--- src/rtl/tx_skp_scheduler_if.sv ---
// ---------------------------------------------------------------------------
// tx_skp_scheduler_if
// MAC data beat handshake into the transmit SKP scheduler.
//   Data_In    [31:0] MAC data beat, byte 0 in [7:0] transmitted first
//   DataK_In   [3:0]  per-byte K flag for Data_In
//   Data_Valid        beat present
//   Data_Last         final beat of a packet (qualified by Data_Valid)
//   Data_Ready        beat accepted when Data_Valid & Data_Ready
// master: MAC side (drives the beat); slave: scheduler (drives Data_Ready).
// ---------------------------------------------------------------------------
interface tx_skp_scheduler_if;
    logic [31:0] Data_In;
    logic [3:0]  DataK_In;
    logic        Data_Valid;
    logic        Data_Last;
    logic        Data_Ready;

    modport master (
        output Data_In,
        output DataK_In,
        output Data_Valid,
        output Data_Last,
        input  Data_Ready
    );

    modport slave (
        input  Data_In,
        input  DataK_In,
        input  Data_Valid,
        input  Data_Last,
        output Data_Ready
    );
endinterface

--- src/rtl/tx_skp_scheduler.sv ---
// ---------------------------------------------------------------------------
// tx_skp_scheduler
// MAC-side transmit scheduler in front of the PHY TX datapath. Merges framed
// MAC data beats with periodic SKP ordered sets (COM K28.5 + 3x SKP K28.0),
// inserted only between packets, at the lane width given by DataBusWidth.
//
// Build option: macro TX_SKP_INSERT_EN enables SKP insertion. When it is not
// defined the block is a one-cycle registered pass-through of Data_In,
// DataK_In and Data_Valid, Data_Ready is 1 and Skp_Overflow is 0.
//
// Parameters:
//   SKP_INTERVAL  PCLK cycles between SKP scheduling events (8..65535)
//   PEND_MAX      saturation value of the pending-SKP counter
// Ports:
//   PCLK          clock, rising edge
//   Reset_n       asynchronous active-low reset
//   DataBusWidth  lane width in bits: 8, 16, otherwise treated as 32
//   s_tx          MAC beat handshake (slave modport)
//   MAC_TX_Data   registered word to PHY
//   MAC_TX_DataK  registered per-byte K flags to PHY
//   MAC_Data_En   registered output word valid
//   Skp_Overflow  sticky: event seen with pending already at PEND_MAX
// ---------------------------------------------------------------------------
module tx_skp_scheduler #(
    parameter int unsigned SKP_INTERVAL = 1180,
    parameter int unsigned PEND_MAX     = 3
) (
    input  logic              PCLK,
    input  logic              Reset_n,
    input  logic [5:0]        DataBusWidth,
    tx_skp_scheduler_if.slave s_tx,
    output logic [31:0]       MAC_TX_Data,
    output logic [3:0]        MAC_TX_DataK,
    output logic              MAC_Data_En,
    output logic              Skp_Overflow
);

`ifdef TX_SKP_INSERT_EN
    localparam int unsigned PW = (PEND_MAX < 2) ? 1 : $clog2(PEND_MAX + 1);

    typedef enum logic [1:0] {ST_IDLE, ST_PKT, ST_SKP} state_t;
    typedef enum logic [1:0] {W_8, W_16, W_32} width_t;

    state_t        r_state;
    state_t        w_state_nxt;
    width_t        r_skp_w;
    width_t        w_eff_w;
    logic [15:0]   r_cnt;
    logic [PW-1:0] r_pend;
    logic [1:0]    r_grp;
    logic          r_ovf;
    logic [31:0]   r_data;
    logic [3:0]    r_datak;
    logic          r_en;

    logic          w_event;
    logic          w_last_grp;
    logic          w_pend_nz;
    logic          w_ready;
    logic          w_accept;
    logic          w_enter_skp;
    logic          w_nxt_en;
    logic [31:0]   w_nxt_data;
    logic [3:0]    w_nxt_k;

    assign w_event        = (r_cnt == 16'(SKP_INTERVAL - 1));
    assign w_pend_nz      = (r_pend != '0);
    assign w_accept       = s_tx.Data_Valid & w_ready;
    assign s_tx.Data_Ready = w_ready;
    assign Skp_Overflow   = r_ovf;
    assign MAC_TX_Data    = r_data;
    assign MAC_TX_DataK   = r_datak;
    assign MAC_Data_En    = r_en;

    always_comb begin
        case (DataBusWidth)
            6'd8:    w_eff_w = W_8;
            6'd16:   w_eff_w = W_16;
            default: w_eff_w = W_32;
        endcase
    end

    // Final group of the ordered set at the width latched on SKP entry.
    always_comb begin
        w_last_grp = 1'b0;
        if (r_state == ST_SKP) begin
            case (r_skp_w)
                W_8:     w_last_grp = (r_grp == 2'd3);
                W_16:    w_last_grp = (r_grp == 2'd1);
                default: w_last_grp = 1'b1;
            endcase
        end
    end

    // Interval counter: 0..SKP_INTERVAL-1, each wrap is a scheduling event.
    always_ff @(posedge PCLK or negedge Reset_n) begin
        if (!Reset_n) begin
            r_cnt <= '0;
        end else if (w_event) begin
            r_cnt <= '0;
        end else begin
            r_cnt <= r_cnt + 16'd1;
        end
    end

    // Pending count: event and completed ordered set in the same cycle cancel.
    always_ff @(posedge PCLK or negedge Reset_n) begin
        if (!Reset_n) begin
            r_pend <= '0;
            r_ovf  <= 1'b0;
        end else begin
            if (w_event && !w_last_grp) begin
                if (r_pend != PW'(PEND_MAX)) begin
                    r_pend <= r_pend + PW'(1);
                end
            end else if (w_last_grp && !w_event) begin
                r_pend <= r_pend - PW'(1);
            end
            if (w_event && (r_pend == PW'(PEND_MAX))) begin
                r_ovf <= 1'b1;
            end
        end
    end

    // Group index and width captured on SKP entry.
    always_ff @(posedge PCLK or negedge Reset_n) begin
        if (!Reset_n) begin
            r_grp   <= '0;
            r_skp_w <= W_32;
        end else begin
            if (w_enter_skp) begin
                r_skp_w <= w_eff_w;
            end
            if ((r_state == ST_SKP) && !w_last_grp) begin
                r_grp <= r_grp + 2'd1;
            end else begin
                r_grp <= '0;
            end
        end
    end

    // FSM: state register
    always_ff @(posedge PCLK or negedge Reset_n) begin
        if (!Reset_n) begin
            r_state <= ST_IDLE;
        end else begin
            r_state <= w_state_nxt;
        end
    end

    // FSM: next state
    always_comb begin
        w_state_nxt = r_state;
        case (r_state)
            ST_IDLE: begin
                if (w_pend_nz) begin
                    w_state_nxt = ST_SKP;
                end else if (w_accept && !s_tx.Data_Last) begin
                    w_state_nxt = ST_PKT;
                end
            end
            ST_PKT: begin
                if (w_accept && s_tx.Data_Last) begin
                    w_state_nxt = ST_IDLE;
                end
            end
            ST_SKP: begin
                if (w_last_grp) begin
                    w_state_nxt = ST_IDLE;
                end
            end
            default: w_state_nxt = ST_IDLE;
        endcase
    end

    // FSM: outputs (handshake and next output word)
    always_comb begin
        w_ready     = 1'b0;
        w_enter_skp = 1'b0;
        w_nxt_en    = 1'b0;
        w_nxt_data  = '0;
        w_nxt_k     = '0;
        case (r_state)
            ST_IDLE: begin
                if (w_pend_nz) begin
                    w_enter_skp = 1'b1;
                end else begin
                    w_ready = 1'b1;
                end
            end
            ST_PKT: w_ready = 1'b1;
            ST_SKP: begin
                w_nxt_en = 1'b1;
                case (r_skp_w)
                    W_8: begin
                        w_nxt_data = (r_grp == 2'd0) ? 32'h0000_00BC : 32'h0000_001C;
                        w_nxt_k    = 4'b0001;
                    end
                    W_16: begin
                        w_nxt_data = (r_grp == 2'd0) ? 32'h0000_1CBC : 32'h0000_1C1C;
                        w_nxt_k    = 4'b0011;
                    end
                    default: begin
                        w_nxt_data = 32'h1C1C_1CBC;
                        w_nxt_k    = 4'b1111;
                    end
                endcase
            end
            default: ;
        endcase
        if (w_accept) begin
            w_nxt_en   = 1'b1;
            w_nxt_data = s_tx.Data_In;
            w_nxt_k    = s_tx.DataK_In;
        end
    end

    always_ff @(posedge PCLK or negedge Reset_n) begin
        if (!Reset_n) begin
            r_data  <= '0;
            r_datak <= '0;
            r_en    <= 1'b0;
        end else begin
            r_data  <= w_nxt_data;
            r_datak <= w_nxt_k;
            r_en    <= w_nxt_en;
        end
    end
`else
    logic [31:0] r_data;
    logic [3:0]  r_datak;
    logic        r_en;
    logic        w_unused;

    assign w_unused        = &{1'b0, DataBusWidth, s_tx.Data_Last,
                               32'(SKP_INTERVAL), 32'(PEND_MAX)};
    assign s_tx.Data_Ready = 1'b1;
    assign Skp_Overflow    = 1'b0;
    assign MAC_TX_Data     = r_data;
    assign MAC_TX_DataK    = r_datak;
    assign MAC_Data_En     = r_en;

    always_ff @(posedge PCLK or negedge Reset_n) begin
        if (!Reset_n) begin
            r_data  <= '0;
            r_datak <= '0;
            r_en    <= 1'b0;
        end else begin
            r_data  <= s_tx.Data_In;
            r_datak <= s_tx.DataK_In;
            r_en    <= s_tx.Data_Valid;
        end
    end
`endif

endmodule

--- src/flat_wrapper.sv ---
// flat-port wrapper written by rule: the top's interface ports become plain ports
module tx_skp_scheduler_flat 
#(
    parameter int unsigned SKP_INTERVAL = 1180,
    parameter int unsigned PEND_MAX     = 3
)
  (PCLK, Reset_n, DataBusWidth, MAC_TX_Data, MAC_TX_DataK, MAC_Data_En, Skp_Overflow, s_tx_Data_In, s_tx_DataK_In, s_tx_Data_Valid, s_tx_Data_Last, s_tx_Data_Ready);
  tx_skp_scheduler_if s_tx_i ();
  input  logic PCLK;
  input  logic Reset_n;
  input  logic [5:0] DataBusWidth;
  output logic [31:0] MAC_TX_Data;
  output logic [3:0] MAC_TX_DataK;
  output logic MAC_Data_En;
  output logic Skp_Overflow;
  input wire logic [$bits(s_tx_i.Data_In)-1:0] s_tx_Data_In;
  input wire logic [$bits(s_tx_i.DataK_In)-1:0] s_tx_DataK_In;
  input wire logic [$bits(s_tx_i.Data_Valid)-1:0] s_tx_Data_Valid;
  input wire logic [$bits(s_tx_i.Data_Last)-1:0] s_tx_Data_Last;
  output wire logic [$bits(s_tx_i.Data_Ready)-1:0] s_tx_Data_Ready;
  assign s_tx_i.Data_In = s_tx_Data_In;
  assign s_tx_i.DataK_In = s_tx_DataK_In;
  assign s_tx_i.Data_Valid = s_tx_Data_Valid;
  assign s_tx_i.Data_Last = s_tx_Data_Last;
  assign s_tx_Data_Ready = s_tx_i.Data_Ready;
  tx_skp_scheduler #(.SKP_INTERVAL(SKP_INTERVAL), .PEND_MAX(PEND_MAX)) u_core (.PCLK(PCLK), .Reset_n(Reset_n), .DataBusWidth(DataBusWidth), .s_tx(s_tx_i), .MAC_TX_Data(MAC_TX_Data), .MAC_TX_DataK(MAC_TX_DataK), .MAC_Data_En(MAC_Data_En), .Skp_Overflow(Skp_Overflow));
endmodule
--- config.mk ---
export PLATFORM = sky130hd
export DESIGN_NAME = tx_skp_scheduler_flat
export DESIGN_NICKNAME = d
export VERILOG_FILES = /design/src/rtl/tx_skp_scheduler_if.sv /design/src/rtl/tx_skp_scheduler.sv /design/src/flat_wrapper.sv
export SDC_FILE = /design/constraint.sdc
export NUM_CORES = 1
export LEC_CHECK = 0
export CAP_MARGIN = 20
export CORE_MARGIN = 5
export CORE_UTILIZATION = 61
export DETAILED_ROUTE_END_ITERATION = 8
export DONT_BUFFER_PORTS = 1
export PLACE_DENSITY = 0.77
export SYNTH_ARGS = -nofsm -noshare
export SYNTH_HDL_FRONTEND = slang
export SYNTH_SLANG_ARGS = --single-unit
--- constraint.sdc ---
create_clock -name PCLK -period 1.2 [get_ports PCLK]
set_input_delay 0.24 -clock PCLK [delete_from_list [all_inputs] [get_ports PCLK]]
set_output_delay 0.24 -clock PCLK [all_outputs]
set_load 0.05 [all_outputs]
==> results by group, run 1 <==
Yosys
  – Synthesized flop and latch total: 37
  – Yosys cell types: 3
  – Synth Net Count: 87
  – Synth Instances: 41
  – Yosys warns: 0
  – Seq/Total Area, Yosys: 0.976
  – Cell area after synthesis: ~950 um2
  – Post-synth top area cell: dfrtp_1
  – Synth area leaders: dfrtp_1 (98%), buf_4 (1.6%), conb_1 (0.79%)
  – Top cell type's share of synthesized area: 0.976
  – Syn avg cell area: between 20 and 25 um2

Die
  – Die width: 49.4 um
  – Die Ht: 49.4 um
  – Starting Density: 0.637
  – I/O Pins: 85
  – Rows: 14

CTS
  – CTS resizes: 29
  – H-Tree Depth: 2
  – Num CTS Buffers: 5
  – Root Driver: clkbuf_4
  – # clock sinks: 37
  – Post-CTS setup repair buffer count: 0
  – Cts hold-fix bufs: 39
  – Longest Clk Path Bufs: 2

Run status
  – Tool error: [ERROR DPL-0033] detailed placement checks failed during check placement.
  – Outcome: aborted with a tool error
  – Last step reached: clock tree synthesis

Placed design
  – Gpl congestion: 0.688
  – IO Port Bufs: 0
## Yosys cell counts
| cell | n |
|---|---|
| dfrtp_1 | 37 |
| buf_4 | 2 |
| conb_1 | 2 |
## stage by stage
step	setup WS [ns]	area, um2	util	instances
3_5_place_dp	0.346	953	0.640	55
3_3_place_gp	0.354	953	0.640	55
2_1_floorplan	0.374	948	-	41
## cells by family after synthesis
family,Yosys count,share of synthesized area
buf+inv,2,0.0158
flops,37,0.976
other cells,2,0.00792
==> inputs of run 2 (changes only) <==
--- a/config.mk
+++ b/config.mk
@@ -6,11 +6,11 @@
 export NUM_CORES = 1
 export LEC_CHECK = 0
 export CAP_MARGIN = 20
-export CORE_MARGIN = 5
-export CORE_UTILIZATION = 61
+export CORE_AREA = 5 5 66 68
 export DETAILED_ROUTE_END_ITERATION = 8
+export DIE_AREA = 0 0 71 73
 export DONT_BUFFER_PORTS = 1
-export PLACE_DENSITY = 0.77
+export PLACE_DENSITY_LB_ADDON = 0.15
 export SYNTH_ARGS = -nofsm -noshare
 export SYNTH_HDL_FRONTEND = slang
 export SYNTH_SLANG_ARGS = --single-unit
==> run 2 against run 1 <==
The flow now finishes without violations. Synthesized area did not move. Synthesized cell count stayed put.
==> results by group, run 2 <==
Power
  – Clock share of power: 0.381
  – Leak Pwr: 0.669 nW
  – Total chip power: 2.77 mW
  – IR drop worst, VDD: 0.714 mV
  – PD cells: 1820 nW/um2
  – Switch Pwr: 0.697 mW
  – Logic pwr share: 0.055
  – Int Power: 2.07 mW
  – Part of the power in registers: 0.564
  – Switching part of the total power: 0.251

Final layout
  – Commonest non-fill, non-tap cell in the layout: dlygate4sd3_1
  – Flip-flop count of the largest register after layout: 32
  – Nets@finish: 132
  – Antenna diode count: 0
  – Design Area, Final: 1520 um2
  – Most frequent cells in the layout: dlygate4sd3_1 (38), dfrtp_1 (37), clkbuf_8 (6)
  – Area grow syn2layout: 60.3%
  – Fill cells: about 370
  – Share of cells above drive strength 1: 0.103

Run
  – Max-Cap Viols: 0

Timing
  – Setup-failing EPs final: 0
  – Hold slack: 0.446 ns
  – Final Max Tran Viols: 0
  – Tmin final: 1.16 ns
  – RSZ-0062 raised after global routing: false
  – Fmax: 860 MHz
  – Final setup TNS: 0 ns
  – Fin crit share: 0.969
  – Hold Vio Cnt, Final: 0

Routing
  – DRC viols: 0
  – Via Count: between 400 and 500
  – Metal-1 WL: 815 um
  – DR WL met3: approximately 440 um
  – Ratio of routed vias to standard cells: 3.55
  – WL met2: 876 um
  – ANT nets after route: 0
  – WL per Instance: around 16 um
  – Routed Wire Length: 2140 um
  – DR pass1 iterations: 2
  – Top Layer Used: met4
  – DRT iter0 DRCs: 13

Yosys
  – Yosys cell types: 3 (unchanged)
  – Top cell type's share of synthesized area: 0.976 (unchanged)
  – Simple-gate share of the synthesized area: 0 (unchanged)
  – Seq/Total Area, Yosys: 0.976 (unchanged)
  – Synth Area in XOR/XNOR: 0 (unchanged)
  – Synth Net Count: 87 (unchanged)
  – FFs w/ async S/R, synth: 1.00 (unchanged)
  – Synthesized flop and latch total: 37 (unchanged)
  – Cell area after synthesis: 948 um2 (unchanged)
  – Number of flops mapped to enable cells by yosys: 0 (unchanged)
  – Synth top cells by count: dfrtp_1 (37), buf_4 (2), conb_1 (2)
  – Post-synth top area cell: dfrtp_1
  – Count leader, synth: dfrtp_1
  – Syn avg cell area: 23.1 um2 (unchanged)
  – Ys flop type: dfrtp_1
  – Main combinational cell family by area after synthesis: buffers and inverters
  – Yosys warns: 0 (unchanged)
  – Synth Instances: 41 (unchanged)
  – Synth Area in Compound Gates: 0 (unchanged)
  – Synth Area in Adders: 0 (unchanged)
  – Post-synthesis mux area share: 0 (unchanged)
  – Synth area leaders: dfrtp_1 (98%), buf_4 (1.6%), conb_1 (0.79%)

Run status
  – Outcome: finished, final reports clean

Global route
  – GRT overflow: 0
  – Global-route wire length before repair: 3110 um
  – Initial antenna violation count: 0
  – Vias in the first global route: 605
  – Largest net degree at the start of global routing: 38
  – Total Routing Usage GR: 0.0833

Die
  – Die width: 71 um (+44%)
  – Starting Density: 0.250 (-0.387)
  – I/O Pins: 85 (unchanged)
  – Rows: 23 (+9)
  – Area of the die: 5180 um2
  – Die Ht: 73 um (+48%)
  – Area of the core: ~3800 um2

Placed design
  – IO Port Bufs: 0 (unchanged)
  – Gpl congestion: 0.644 (-6.4%)
  – Placed cell area: 1000 um2 (+5.2%)

Worst setup path
  – Worst setup EP type: primary output
  – WP data arrival: a little over 0.9 ns
  – Worst Path Required: around 0.96 ns
  – Crit Path Category: reg2out
  – Worst Path Max Fanout: 1
  – Crit path launch type: register

CTS
  – # clock sinks: 37 (unchanged)
  – Root Driver: clkbuf_8
  – Num CTS Buffers: 5 (unchanged)
  – Clk slew on worst S/H paths: 0.07 ns
  – Longest Clk Path Bufs: 2 (unchanged)
  – CTS tree: built
  – H-Tree Depth: 2 (unchanged)

Min path
  – Worst Hold Class: in2async
-- run 2: cell families after synthesis --
group,Yosys count
flip-flops,37
other,2
buffers and inverters,2
-- run 2: power groups by stage --
stage / Clock [mW] / Sequential [mW] / Combinational, mW
after detailed placement: 0 / 1.59 / 0.0231
after global placement: 0 / 1.59 / 0.0232
final: 1.06 / 1.56 / 0.152
after floorplan: 0 / 1.58 / 0.0186
after global routing: 1.14 / 1.57 / 0.165
after CTS: 1.10 / 1.57 / 0.155
-- run 2: per-stage QoR --
| stage | std cells | utilization | setup slack [ns] |
|---|---|---|---|
| after global routing | 137 | 0.400 | 0.00418 |
| after detailed placement | 90 | 0.264 | 0.334 |
| after floorplan | 41 | - | 0.374 |
| after global placement | 90 | 0.264 | 0.341 |
| final | 137 | 0.400 | 0.0369 |
| after CTS | 137 | 0.400 | 0.0207 |
-- run 2: per-layer routing --
metal / up-vias / GRT usage
li1: 208 / -
met1: 218 / 0.0856
met2: 59 / 0.119
met3: 2 / 0.0771
met4: 0 / 0.0313
met5: - / 0
-- run 2: repair_timing --
action | 4_1_cts | 5_1_grt
buffers inserted | 0 | 0
endpoints found under the hold margin | 74 | 0
gates resized for setup | 0 | 0
hold buffers | 39 | 0
-- run 2: layout make-up --
cell class | instances | area [um2] | area share
clock inverters | 1 | 30.0 | 0.0198
well taps | 50 | 62.6 | 0.0412
flip-flops and latches | 37 | 926 | 0.609
multi-input cells | 2 | 7.51 | 0.00494
repair buffers | 40 | 408 | 0.268
clock buffers | 7 | 86.3 | 0.0568
-- run 2: worst paths after layout --
kind / start / endpoint / slack [ns] / depth (start not counted)
max in group asynchronous: Reset_n / u_core.MAC_TX_Data[18]$_DFF_PN0_ / 0.57 / 2
min in group PCLK: s_tx_DataK_In[3] / u_core.MAC_TX_DataK[3]$_DFF_PN0_ / 0.51 / 1
max: u_core.MAC_TX_Data[12]$_DFF_PN0_ / MAC_TX_Data[12] / 0.04 / 0
min: Reset_n / u_core.MAC_TX_Data[13]$_DFF_PN0_ / 0.45 / 2
Note: power is estimated with default switching activity, not from simulation.
